**src/rtl/ysyx_23060184_lsu_axi_if.sv**
```systemverilog
// ysyx_23060184_lsu_axi_if: AXI4-Lite read/write channel bundle between the LSU and the interconnect
interface ysyx_23060184_lsu_axi_if #(
    parameter int DATA_WIDTH = 32,
    parameter int ADDR_WIDTH = 32
);
    logic [ADDR_WIDTH-1:0]   araddr;
    logic                    arvalid;
    logic                    arready;
    logic [DATA_WIDTH-1:0]   rdata;
    logic [1:0]              rresp;
    logic                    rvalid;
    logic                    rready;
    logic [ADDR_WIDTH-1:0]   awaddr;
    logic                    awvalid;
    logic                    awready;
    logic [DATA_WIDTH-1:0]   wdata;
    logic [DATA_WIDTH/8-1:0] wstrb;
    logic                    wvalid;
    logic                    wready;
    logic [1:0]              bresp;
    logic                    bvalid;
    logic                    bready;

    modport master (
        output araddr, arvalid, rready, awaddr, awvalid, wdata, wstrb, wvalid, bready,
        input  arready, rdata, rresp, rvalid, awready, wready, bresp, bvalid
    );

    modport slave (
        input  araddr, arvalid, rready, awaddr, awvalid, wdata, wstrb, wvalid, bready,
        output arready, rdata, rresp, rvalid, awready, wready, bresp, bvalid
    );
endinterface

```
**src/rtl/ysyx_23060184_lsu_axi.sv**
```systemverilog
// ysyx_23060184_lsu_axi: load/store unit turning each EX memory op into one arbitrated AXI4-Lite transaction
module ysyx_23060184_lsu_axi #(
    parameter int DATA_WIDTH = 32,
    parameter int ADDR_WIDTH = 32,
    parameter int NUM_REGIONS = 2,
    parameter logic [NUM_REGIONS*ADDR_WIDTH-1:0] REGION_BASE = {32'h0f00_0000, 32'h1000_0000},
    parameter logic [NUM_REGIONS*ADDR_WIDTH-1:0] REGION_MASK = {32'hff00_0000, 32'hffff_f000},
    parameter int GRANT_WIDTH = 2,
    parameter logic [GRANT_WIDTH-1:0] GRANT_ID = 2'b10
) (
    input  logic                   clk,
    input  logic                   resetn,
    input  logic                   ex_valid,
    output logic                   lsu_ready,
    input  logic                   mem_read,
    input  logic                   mem_write,
    input  logic [1:0]             size,
    input  logic                   is_unsigned,
    input  logic [ADDR_WIDTH-1:0]  addr,
    input  logic [DATA_WIDTH-1:0]  st_data,
    output logic                   wb_valid,
    input  logic                   wb_ready,
    output logic [DATA_WIDTH-1:0]  ld_result,
    output logic                   fault,
    output logic [1:0]             fault_cause,
    output logic                   arb_req,
    input  logic [GRANT_WIDTH-1:0] arb_grant,
    output logic [NUM_REGIONS-1:0] region_sel,
    ysyx_23060184_lsu_axi_if.master axi
);
    localparam int STRB = DATA_WIDTH / 8;
    localparam int OFFW = $clog2(STRB);

    typedef enum logic [2:0] {IDLE, REQ, AR, R, AW_W, B, DONE} state_t;

    state_t                  state;
    logic [OFFW-1:0]         off_q;
    logic [1:0]              size_q;
    logic                    uns_q;
    logic                    load_q;

    logic                    is_mem;
    logic                    mis;
    logic                    unmapped;
    logic [NUM_REGIONS-1:0]  hit;
    logic [OFFW-1:0]         off;
    logic [ADDR_WIDTH-1:0]   aligned;
    logic [STRB-1:0]         lanes;
    logic [DATA_WIDTH-1:0]   sh;
    logic [DATA_WIDTH-1:0]   keep;
    logic                    neg;
    logic [DATA_WIDTH-1:0]   ld_ext;
    logic                    aw_ok;
    logic                    w_ok;

    // Lowest-indexed region wins, so scan downwards and let lower hits overwrite.
    always_comb begin
        hit = '0;
        for (int i = NUM_REGIONS - 1; i >= 0; i--)
            if ((addr & REGION_MASK[i*ADDR_WIDTH +: ADDR_WIDTH]) == REGION_BASE[i*ADDR_WIDTH +: ADDR_WIDTH])
                hit = NUM_REGIONS'(1) << i;
    end

    always_comb begin
        is_mem   = mem_read || mem_write;
        off      = addr[OFFW-1:0];
        aligned  = {addr[ADDR_WIDTH-1:OFFW], OFFW'(0)};
        unmapped = hit == '0;
        mis      = size == 2'd1 ? addr[0] :
                   size == 2'd2 ? |addr[1:0] :
                   size == 2'd3 ? (DATA_WIDTH == 32 || |addr[2:0]) : 1'b0;
        lanes    = size == 2'd0 ? STRB'(1) : size == 2'd1 ? STRB'(3) : size == 2'd2 ? STRB'(15) : '1;
        sh       = axi.rdata >> {off_q, 3'b000};
        keep     = size_q == 2'd0 ? DATA_WIDTH'(64'hff) :
                   size_q == 2'd1 ? DATA_WIDTH'(64'hffff) :
                   size_q == 2'd2 ? DATA_WIDTH'(64'hffff_ffff) : '1;
        neg      = !uns_q && (size_q == 2'd0 ? sh[7] : size_q == 2'd1 ? sh[15] : size_q == 2'd2 ? sh[31] : 1'b0);
        ld_ext   = (sh & keep) | (neg ? ~keep : '0);
        aw_ok    = !axi.awvalid || axi.awready;
        w_ok     = !axi.wvalid || axi.wready;
    end

    always_ff @(posedge clk) begin
        if (!resetn) begin
            state       <= IDLE;
            lsu_ready   <= 1'b1;
            wb_valid    <= 1'b0;
            ld_result   <= '0;
            fault       <= 1'b0;
            fault_cause <= 2'd0;
            arb_req     <= 1'b0;
            region_sel  <= '0;
            off_q       <= '0;
            size_q      <= 2'd0;
            uns_q       <= 1'b0;
            load_q      <= 1'b0;
            axi.araddr  <= '0;
            axi.arvalid <= 1'b0;
            axi.rready  <= 1'b0;
            axi.awaddr  <= '0;
            axi.awvalid <= 1'b0;
            axi.wdata   <= '0;
            axi.wstrb   <= '0;
            axi.wvalid  <= 1'b0;
            axi.bready  <= 1'b0;
        end else begin
            case (state)
                IDLE: if (ex_valid) begin
                    lsu_ready  <= 1'b0;
                    off_q      <= off;
                    size_q     <= size;
                    uns_q      <= is_unsigned;
                    load_q     <= mem_read;
                    region_sel <= is_mem ? hit : '0;
                    ld_result  <= '0;
                    if (!is_mem || mis || unmapped) begin
                        state       <= DONE;
                        wb_valid    <= 1'b1;
                        fault       <= is_mem;
                        fault_cause <= is_mem && !mis ? 2'd1 : 2'd0;
                    end else begin
                        state       <= REQ;
                        arb_req     <= 1'b1;
                        fault       <= 1'b0;
                        fault_cause <= 2'd0;
                        if (mem_read) axi.araddr <= aligned;
                        else begin
                            axi.awaddr <= aligned;
                            axi.wdata  <= st_data << {off, 3'b000};
                            axi.wstrb  <= lanes << off;
                        end
                    end
                end
                REQ: if (arb_grant == GRANT_ID) begin
                    state       <= load_q ? AR : AW_W;
                    axi.arvalid <= load_q;
                    axi.awvalid <= !load_q;
                    axi.wvalid  <= !load_q;
                end
                AR: if (axi.arready) begin
                    state       <= R;
                    axi.arvalid <= 1'b0;
                    axi.rready  <= 1'b1;
                end
                R: if (axi.rvalid) begin
                    state       <= DONE;
                    axi.rready  <= 1'b0;
                    wb_valid    <= 1'b1;
                    fault       <= |axi.rresp;
                    fault_cause <= |axi.rresp ? 2'd2 : 2'd0;
                    ld_result   <= |axi.rresp ? '0 : ld_ext;
                end
                // Address and data channels complete independently, in any order.
                AW_W: begin
                    if (axi.awready) axi.awvalid <= 1'b0;
                    if (axi.wready) axi.wvalid <= 1'b0;
                    if (aw_ok && w_ok) begin
                        state      <= B;
                        axi.bready <= 1'b1;
                    end
                end
                B: if (axi.bvalid) begin
                    state       <= DONE;
                    axi.bready  <= 1'b0;
                    wb_valid    <= 1'b1;
                    fault       <= |axi.bresp;
                    fault_cause <= |axi.bresp ? 2'd2 : 2'd0;
                end
                DONE: if (wb_ready) begin
                    state       <= IDLE;
                    lsu_ready   <= 1'b1;
                    wb_valid    <= 1'b0;
                    arb_req     <= 1'b0;
                    region_sel  <= '0;
                    fault       <= 1'b0;
                    fault_cause <= 2'd0;
                    ld_result   <= '0;
                end
                default: state <= IDLE;
            endcase
        end
    end
endmodule

```
**src/flat_wrapper.sv**
```systemverilog
// flat-port wrapper written by rule: the top's interface ports become plain ports
module ysyx_23060184_lsu_axi_flat 
#(
    parameter int DATA_WIDTH = 32,
    parameter int ADDR_WIDTH = 32,
    parameter int NUM_REGIONS = 2,
    parameter logic [NUM_REGIONS*ADDR_WIDTH-1:0] REGION_BASE = {32'h0f00_0000, 32'h1000_0000},
    parameter logic [NUM_REGIONS*ADDR_WIDTH-1:0] REGION_MASK = {32'hff00_0000, 32'hffff_f000},
    parameter int GRANT_WIDTH = 2,
    parameter logic [GRANT_WIDTH-1:0] GRANT_ID = 2'b10
)
  (clk, resetn, ex_valid, lsu_ready, mem_read, mem_write, size, is_unsigned, addr, st_data, wb_valid, wb_ready, ld_result, fault, fault_cause, arb_req, arb_grant, region_sel, axi_araddr, axi_arvalid, axi_rready, axi_awaddr, axi_awvalid, axi_wdata, axi_wstrb, axi_wvalid, axi_bready, axi_arready, axi_rdata, axi_rresp, axi_rvalid, axi_awready, axi_wready, axi_bresp, axi_bvalid);
  ysyx_23060184_lsu_axi_if #(.DATA_WIDTH(DATA_WIDTH), .ADDR_WIDTH(ADDR_WIDTH)) axi_i ();
  input  logic clk;
  input  logic resetn;
  input  logic ex_valid;
  output logic lsu_ready;
  input  logic mem_read;
  input  logic mem_write;
  input  logic [1:0] size;
  input  logic is_unsigned;
  input  logic [ADDR_WIDTH-1:0] addr;
  input  logic [DATA_WIDTH-1:0] st_data;
  output logic wb_valid;
  input  logic wb_ready;
  output logic [DATA_WIDTH-1:0] ld_result;
  output logic fault;
  output logic [1:0] fault_cause;
  output logic arb_req;
  input  logic [GRANT_WIDTH-1:0] arb_grant;
  output logic [NUM_REGIONS-1:0] region_sel;
  output wire logic [$bits(axi_i.araddr)-1:0] axi_araddr;
  output wire logic [$bits(axi_i.arvalid)-1:0] axi_arvalid;
  output wire logic [$bits(axi_i.rready)-1:0] axi_rready;
  output wire logic [$bits(axi_i.awaddr)-1:0] axi_awaddr;
  output wire logic [$bits(axi_i.awvalid)-1:0] axi_awvalid;
  output wire logic [$bits(axi_i.wdata)-1:0] axi_wdata;
  output wire logic [$bits(axi_i.wstrb)-1:0] axi_wstrb;
  output wire logic [$bits(axi_i.wvalid)-1:0] axi_wvalid;
  output wire logic [$bits(axi_i.bready)-1:0] axi_bready;
  input wire logic [$bits(axi_i.arready)-1:0] axi_arready;
  input wire logic [$bits(axi_i.rdata)-1:0] axi_rdata;
  input wire logic [$bits(axi_i.rresp)-1:0] axi_rresp;
  input wire logic [$bits(axi_i.rvalid)-1:0] axi_rvalid;
  input wire logic [$bits(axi_i.awready)-1:0] axi_awready;
  input wire logic [$bits(axi_i.wready)-1:0] axi_wready;
  input wire logic [$bits(axi_i.bresp)-1:0] axi_bresp;
  input wire logic [$bits(axi_i.bvalid)-1:0] axi_bvalid;
  assign axi_araddr = axi_i.araddr;
  assign axi_arvalid = axi_i.arvalid;
  assign axi_rready = axi_i.rready;
  assign axi_awaddr = axi_i.awaddr;
  assign axi_awvalid = axi_i.awvalid;
  assign axi_wdata = axi_i.wdata;
  assign axi_wstrb = axi_i.wstrb;
  assign axi_wvalid = axi_i.wvalid;
  assign axi_bready = axi_i.bready;
  assign axi_i.arready = axi_arready;
  assign axi_i.rdata = axi_rdata;
  assign axi_i.rresp = axi_rresp;
  assign axi_i.rvalid = axi_rvalid;
  assign axi_i.awready = axi_awready;
  assign axi_i.wready = axi_wready;
  assign axi_i.bresp = axi_bresp;
  assign axi_i.bvalid = axi_bvalid;
  ysyx_23060184_lsu_axi #(.DATA_WIDTH(DATA_WIDTH), .ADDR_WIDTH(ADDR_WIDTH), .NUM_REGIONS(NUM_REGIONS), .REGION_BASE(REGION_BASE), .REGION_MASK(REGION_MASK), .GRANT_WIDTH(GRANT_WIDTH), .GRANT_ID(GRANT_ID)) u_core (.clk(clk), .resetn(resetn), .ex_valid(ex_valid), .lsu_ready(lsu_ready), .mem_read(mem_read), .mem_write(mem_write), .size(size), .is_unsigned(is_unsigned), .addr(addr), .st_data(st_data), .wb_valid(wb_valid), .wb_ready(wb_ready), .ld_result(ld_result), .fault(fault), .fault_cause(fault_cause), .arb_req(arb_req), .arb_grant(arb_grant), .region_sel(region_sel), .axi(axi_i));
endmodule
```
**config.mk**
```make
export PLATFORM = sky130hd
export DESIGN_NAME = ysyx_23060184_lsu_axi_flat
export DESIGN_NICKNAME = d
export VERILOG_FILES = /design/src/rtl/ysyx_23060184_lsu_axi_if.sv /design/src/rtl/ysyx_23060184_lsu_axi.sv /design/src/flat_wrapper.sv
export SDC_FILE = /design/constraint.sdc
export NUM_CORES = 1
export LEC_CHECK = 0
export BUFFER_PORTS_ARGS = -buffer_cell sky130_fd_sc_hd__buf_2
export CELL_PAD_IN_SITES_DETAIL_PLACEMENT = 1
export CELL_PAD_IN_SITES_GLOBAL_PLACEMENT = 1
export CORE_ASPECT_RATIO = 0.75
export CORE_MARGIN = 8
export CORE_UTILIZATION = 32
export CTS_CLUSTER_DIAMETER = 30
export DETAILED_ROUTE_END_ITERATION = 8
export GPL_TIMING_DRIVEN = 0
export PLACE_DENSITY_LB_ADDON = 0.2
export RECOVER_POWER = 100
export SETUP_SLACK_MARGIN = 0.5
export SYNTH_ARGS = -nofsm -noshare
export SYNTH_HDL_FRONTEND = slang
export SYNTH_SLANG_ARGS = --single-unit
```
**constraint.sdc**
```tcl
create_clock -name clk -period 2.2 [get_ports clk]
set_clock_uncertainty 0.15 [all_clocks]
set_input_delay 0.22 -clock clk [delete_from_list [all_inputs] [get_ports clk]]
set_output_delay 0.22 -clock clk [all_outputs]
set_load 0.05 [all_outputs]
```
==> flow_summary.toml, run 1 <==
[outcome]
status = "complete, but fails checks"
violations = "setup timing"

[yosys]
synth.area.top_cells = "dfxtp_1 (44%), mux2i_1 (16%), nand2_1 (9.5%)"
synth_ff_type = "dfxtp_1"
synth_edf_count = 0
netlist_area_um2 = 6880
synth.ff_latch_count = 150
syn_avg_cell_area_um2 = 9.03
ys_types = 59
synthTopCellsByCount = "nand2_1 (175), dfxtp_1 (150), mux2i_1 (109)"
synth.top_cell.area_share = 0.436
yosys_warnings = 0
synthCells = 762
async_reset_ff_frac = 0
yosysSeqAreaShare = 0.436
yosys.area.top_type = "dfxtp_1"
synth_most_common_cell = "nand2_1"

[floorplanning]
die_x_um = 185
coreArea_um2 = 21100
io_pins = 261
dieArea_um2 = 26500
rows = 46
die_y_um = 143
start_util = 0.326

[cts]
cts_buffer_depth = 2
cts-root-buf = "clkbuf_16"
cts_tree = "built"
cts_made_buffers = 17
insertion_delay_ns = 0.43
clkTransAtPathRegs_ns = 0.06
cts_num_sinks = 150
htree_levels = 4

[layout]
nNetsFinal = 1228
design_area_um2 = 10400
drive_above_1_share = 0.258
syn2layout_area_growth_pct = 50.6
fill_cells = 2563
utilization = 0.491

[setup_path]
cp-end-kind = "register"
worstSetupPathType = "reg2reg"
crit_top_cell = "buf_6"
critPathRequiredTime_ns = 2.37
critical-path-max-stage-delay_ns = 0.34
startpoint_type = "register"
cp_cell_sequence = "buf_6, buf_4, nand2b_1, o31a_1, buf_6, and2_4, buf_8, buf_6, a211o_1"
crit_slowest_cell = "dfxtp_2"
crit_fanout = 10
arrival_ns = 2.37

[placement]
hpwl_um = 21400
placement.cell_area_um2 = 8590
gp_congestion = 0.848
port_buffers = 255

[grt]
grt_max_degree = 17
antenna_found_initial = 3
grt_overflow = 0
grt_pass1_wl_um = 42900
grt_pass1_vias = 7456
grt_usage = 0.209

[timing]
setup_ws_ns = -0.000972
tightest_slew_ns = 0.741
setup_viol_count_final = 1
finalHoldViolCount = 0
finalCritPeriodShare = 1.00
maxSlewViolCount = 0
rsz0062_at_grt = "yes"
fin_crit_ns = 2.20
relSlewSlack = 0.503
fmax_mhz = 454

[job]
drv_cap = 0

[route]
drt_wl_total_um = 29000
post-route-drc-count = 0
via_count = 7096
drtIter0Drc = 364
via_per_inst = 5.01
wire_per_inst_um = 20.5
firstDrtPassIters = 5
ant_nets = 0

[pwr]
power_density_nw_per_um2 = 852
power.total_mw = 8.83
vdd.ir_drop.worst_uv = 424
leakage_nw = 4.62

[worst_hold_path]
hold_path_class = "in2reg"
-- per-layer routing --
metal	share of wire	vias to the layer above	GRT usage
met5	0.00034	-	0
met4	0.016	2	0.0634
met3	0.067	38	0.0594
met2	0.45	231	0.326
met1	0.46	3431	0.277
li1	-	3394	-
-- worst paths after layout --
path / from / end / cells after the start / slack [ns]
setup / recovery: u_core.state[2] / u_core.ld_result[22] / 9 / -0.001
hold / removal: size[1] / u_core.axi.wstrb[1] / 3 / 0.01
setup reg to reg: u_core.state[2] / u_core.ld_result[22] / 9 / -0.001
hold reg to reg: u_core.lsu_ready / u_core.lsu_ready / 2 / 0.31
-- state kept, by name, indices dropped and copies added, names as in the netlist, 2 cells and up --
name,count
u_core.state,3
u_core.axi.awaddr,30
u_core.axi.wdata,32
u_core.axi.araddr,30
u_core.ld_result,32
u_core.off_q,2
u_core.fault_cause,2
u_core.region_sel,2
u_core.axi.wstrb,4
u_core.size_q,2
-- what timing repair did --
item / in CTS / in global routing
hold buffers: 45 / 0
buffers inserted: 18 / 6
gates resized for setup: 94 / 47
gates cloned: 3 / 1
endpoints found under the setup margin: 142 / 143
endpoints found under the hold margin: 68 / 0
pin swaps: 17 / 17
-- power breakdown --
part	total, mW	switching [mW]	leakage (nW)	internal, mW
combinational	2.78	1.60	3.11	1.18
sequential	2.93	0.105	1.21	2.83
clock	3.12	1.30	0.301	1.82
total	8.83	3.00	4.62	5.83
-- logic make-up after synthesis --
logic type | after synthesis | synth area share
muxes | 127 | 0.188
buffers and inverters | 67 | 0.0503
AOI/OAI and AO/OA | 139 | 0.147
DFF | 150 | 0.436
and+or+nand+nor | 278 | 0.178
other | 1 | 0.000545
-- per-stage QoR --
step | instances | setup TNS [ns] | hold WS [ns] | setup slack (ns)
finish | 1415 | -0.000972 | 0.0105 | -0.000972
global route | 1415 | -0.785 | 0.0416 | -0.0762
CTS | 1406 | 0 | 0.00422 | 0.00458
detailed placement | 1308 | -21.02 | 0.297 | -0.455
global placement | 1308 | -22.73 | 0.284 | -0.465
floorplan | 765 | 0 | 0.206 | 0.0789
-- critical path: cells and delay by family, from the launching register on --
family | cells | cell delay [ns]
DFF | 1 | 0.34
and+or+nand+nor | 2 | 0.36
buffers and inverters | 5 | 0.66
AOI/OAI and AO/OA | 2 | 0.56
-- cell type report --
class                   instances  area, um2  area share
well taps                     288        360      0.0348
inverters                       7       30.0     0.00290
flip-flops and latches        150       3010       0.290
diodes                          2       5.00    0.000483
plain buffers                  60        544      0.0525
clock inverters                14        186      0.0180
clock buffers                  18        429      0.0414
repair buffers                328       1880       0.181
multi-input cells             548       3930       0.379
-- placed cells by master, fill, tap and decap left out, drive strengths merged, types with 3 or more instances in the layout --
master	synthesis	routed
dfxtp	150	150
a32oi	9	9
a21oi	24	24
a221o	8	8
nand2b	4	4
a22o	9	9
a31oi	3	3
nor4	4	4
conb	1	4
and2	8	8
mux2i	109	109
a211o	16	16
nor2b	12	12
nand2	175	175
clkbuf	34	189
buf	26	172
o21ai	30	30
and3	6	6
a211oi	4	4
inv	7	14
nor2	38	38
nand3	7	7
nor3	7	7
mux2	18	18
bufinv	0	3
a31o	10	10
o21a	4	4
o211ai	9	9
dlygate4sd3	0	45
(Power assumes the default switching activity.)
==> run 2, diff against run 1 <==
--- a/config.mk
+++ b/config.mk
@@ -5,12 +5,13 @@
 export SDC_FILE = /design/constraint.sdc
 export NUM_CORES = 1
 export LEC_CHECK = 0
+export ABC_AREA = 1
 export BUFFER_PORTS_ARGS = -buffer_cell sky130_fd_sc_hd__buf_2
 export CELL_PAD_IN_SITES_DETAIL_PLACEMENT = 1
 export CELL_PAD_IN_SITES_GLOBAL_PLACEMENT = 1
 export CORE_ASPECT_RATIO = 0.75
 export CORE_MARGIN = 8
-export CORE_UTILIZATION = 32
+export CORE_UTILIZATION = 31
 export CTS_CLUSTER_DIAMETER = 30
 export DETAILED_ROUTE_END_ITERATION = 8
 export GPL_TIMING_DRIVEN = 0
==> flow_summary.toml, run 2 <==
[yosys]
yosys_warnings = 0
syn_avg_cell_area_um2 = 6.83
synth.top_cell.area_share = 0.428
synthCells = 1028
ys_types = 33
synthTopCellsByCount = "nand2_1 (234), dfxtp_1 (150), inv_1 (130)"
synth.ff_latch_count = 150
async_reset_ff_frac = 0
synth_edf_count = 0
yosysSeqAreaShare = 0.428
synth_most_common_cell = "nand2_1"
synth_ff_type = "dfxtp_1"
yosys.area.top_type = "dfxtp_1"
netlist_area_um2 = 7020
synth.area.top_cells = "dfxtp_1 (43%), nand2_1 (13%), a21oi_1 (8.1%)"

[layout]
layout_commonest_cell = "nand2_1"
final_cell_mix = "nand2_1 (214), clkbuf_1 (160), dfxtp_1 (148), inv_1 (127), buf_2 (118)"
reg_top3 = "u_core.axi.wdata (32), u_core.ld_result (32)"
nNetsFinal = 1515
syn2layout_area_growth_pct = 58.9
antenna_cells = 0
utilization = 0.503
drive_above_1_share = 0.280

[route]
drtIter0Drc = 325
via_per_inst = 4.87
ant_nets = 0
drt_wl_total_um = 32300
firstDrtPassIters = 4
wire_per_inst_um = 18.9
via_count = 8306
post-route-drc-count = 0

[job]
drv_cap = 0

[pwr]
leakage_nw = 4.72
power_density_nw_per_um2 = 878
p_int_mw = 6.03
power.total_mw = 9.79
power.switching_mw = 3.76
p_comb_frac = 0.371
vdd.ir_drop.worst_uv = 490
p_sw_frac = 0.384
p_seq_frac = 0.301
pwr-share-clk = 0.328

[grt]
met2_usage = 0.347
grt_pass1_vias = 8442
grt_pass1_wl_um = 48200
use_met1 = 0.295
antenna_found_initial = 2
grt_overflow = 0
grt_util_met3 = 0.0566
grt_usage = 0.218
top_usage_layer = "met2"
grt_max_degree = 17

[cts]
htree_levels = 4
cts-root-buf = "clkbuf_16"
cts_made_buffers = 17
cts_num_sinks = 150
cts_tree = "built"
insertion_delay_ns = 0.43
clkTransAtPathRegs_ns = 0.07
cts_buffer_depth = 2

[setup_path]
startpoint_type = "register"
arrival_ns = 2.19
critPathRequiredTime_ns = 2.39
cp-end-kind = "register"
crit_fanout = 7
worstSetupPathType = "reg2reg"

[timing]
fin_crit_ns = 2.00
setup_viol_count_final = 0
rsz0062_at_grt = "yes"
maxSlewViolCount = 0
tightest_slew_ns = 0.868
finalCritPeriodShare = 0.909
fmax_mhz = 500
setup_ws_ns = 0.200
finalHoldViolCount = 0
relSlewSlack = 0.421

[placement]
hpwl_um = 22700
post-place-ws_ns = -0.0868
port_buffers = 254
gp_congestion = 0.867

[floorplanning]
io_pins = 261
coreArea_um2 = 22200
die_y_um = 146
rows = 47
die_x_um = 190
dieArea_um2 = 27800
start_util = 0.316

[outcome]
status = "complete, no violations"

[worst_hold_path]
hold_path_class = "in2reg"
run 2: repair_timing:
action                                 4_1_cts  5_1_grt
setup endpoints to repair                  140      141
setup buffers                               24       18
cloned                                      11        1
endpoints found under the hold margin       65        0
resized for setup                          162      134
hold buffers                                41        0
pin swaps                                   19       50
run 2: stage by stage:
| step | instances | cell area, um2 | hold slack [ns] | setup TNS (ns) |
|---|---|---|---|---|
| 4_1_cts | 1687 | 10700 | 0.00546 | 0 |
| 2_1_floorplan | 1031 | 7030 | 0.205 | 0 |
| 3_5_place_dp | 1579 | 8670 | 0.286 | -0.351 |
| 6_report | 1706 | 11100 | 0.0234 | 0 |
| 3_3_place_gp | 1579 | 8670 | 0.279 | -0.177 |
| 5_1_grt | 1706 | 11100 | 0.0395 | 0 |
run 2: final timing paths:
path | cells after the start | from | slack (ns) | endpoint
hold / removal | 3 | addr[28] | 0.02 | u_core.axi.awaddr[28]
setup / recovery | 12 | u_core.state[1] | 0.20 | u_core.ld_result[14]
setup reg to reg | 12 | u_core.state[1] | 0.20 | u_core.ld_result[14]
hold reg to reg | 2 | u_core.axi.awaddr[20] | 0.30 | u_core.axi.awaddr[20]
run 2: critical path, cell delays in order, from the launching register on:
cell and delay (ns):
dfxtp_1 0.42, clkbuf_1 0.16, nand2_2 0.08, nor2_4 0.12, nand2_2 0.08, nand2_2 0.09, nand3_4 0.08, nor2_4 0.11
buf_12 0.16, buf_12 0.11, buf_16 0.11, nand3_1 0.09, a21oi_1 0.16
run 2: layout make-up:
class | instances | area [um2]
multi-input combinational | 681 | 3880
timing repair buffer | 347 | 2160
clock buffer | 18 | 439
clock inverter | 14 | 199
buffer | 65 | 568
inverter | 137 | 519
fill | 2852 | 11000
tap | 294 | 368
sequential | 150 | 3010
run 2: layer usage:
metal / vias to the layer above / wire length, um
li1: 4037 / -
met1: 3998 / 15000
met2: 244 / 15000
met3: 23 / 1980
met4: 4 / 277
met5: - / 18
run 2: kinds of logic after synthesis:
group                  Yosys count  synth area share
buffers and inverters          202             0.123
multiplexers                    16            0.0228
AO/OA/AOI/OAI                  232             0.179
flip-flops                     150             0.428
AND/OR/NAND/NOR                427             0.246
other                            1          0.000534
run 2: power by group through the flow:
stage | Sequential, mW | Clock [mW] | Combinational, mW
final | 2.95 | 3.21 | 3.63
after global placement | 2.99 | 0 | 2.34
after detailed placement | 2.99 | 0 | 2.34
after floorplan | 3.23 | 0 | 1.35
after CTS | 2.94 | 3.27 | 2.88
after global routing | 2.96 | 3.37 | 3.92
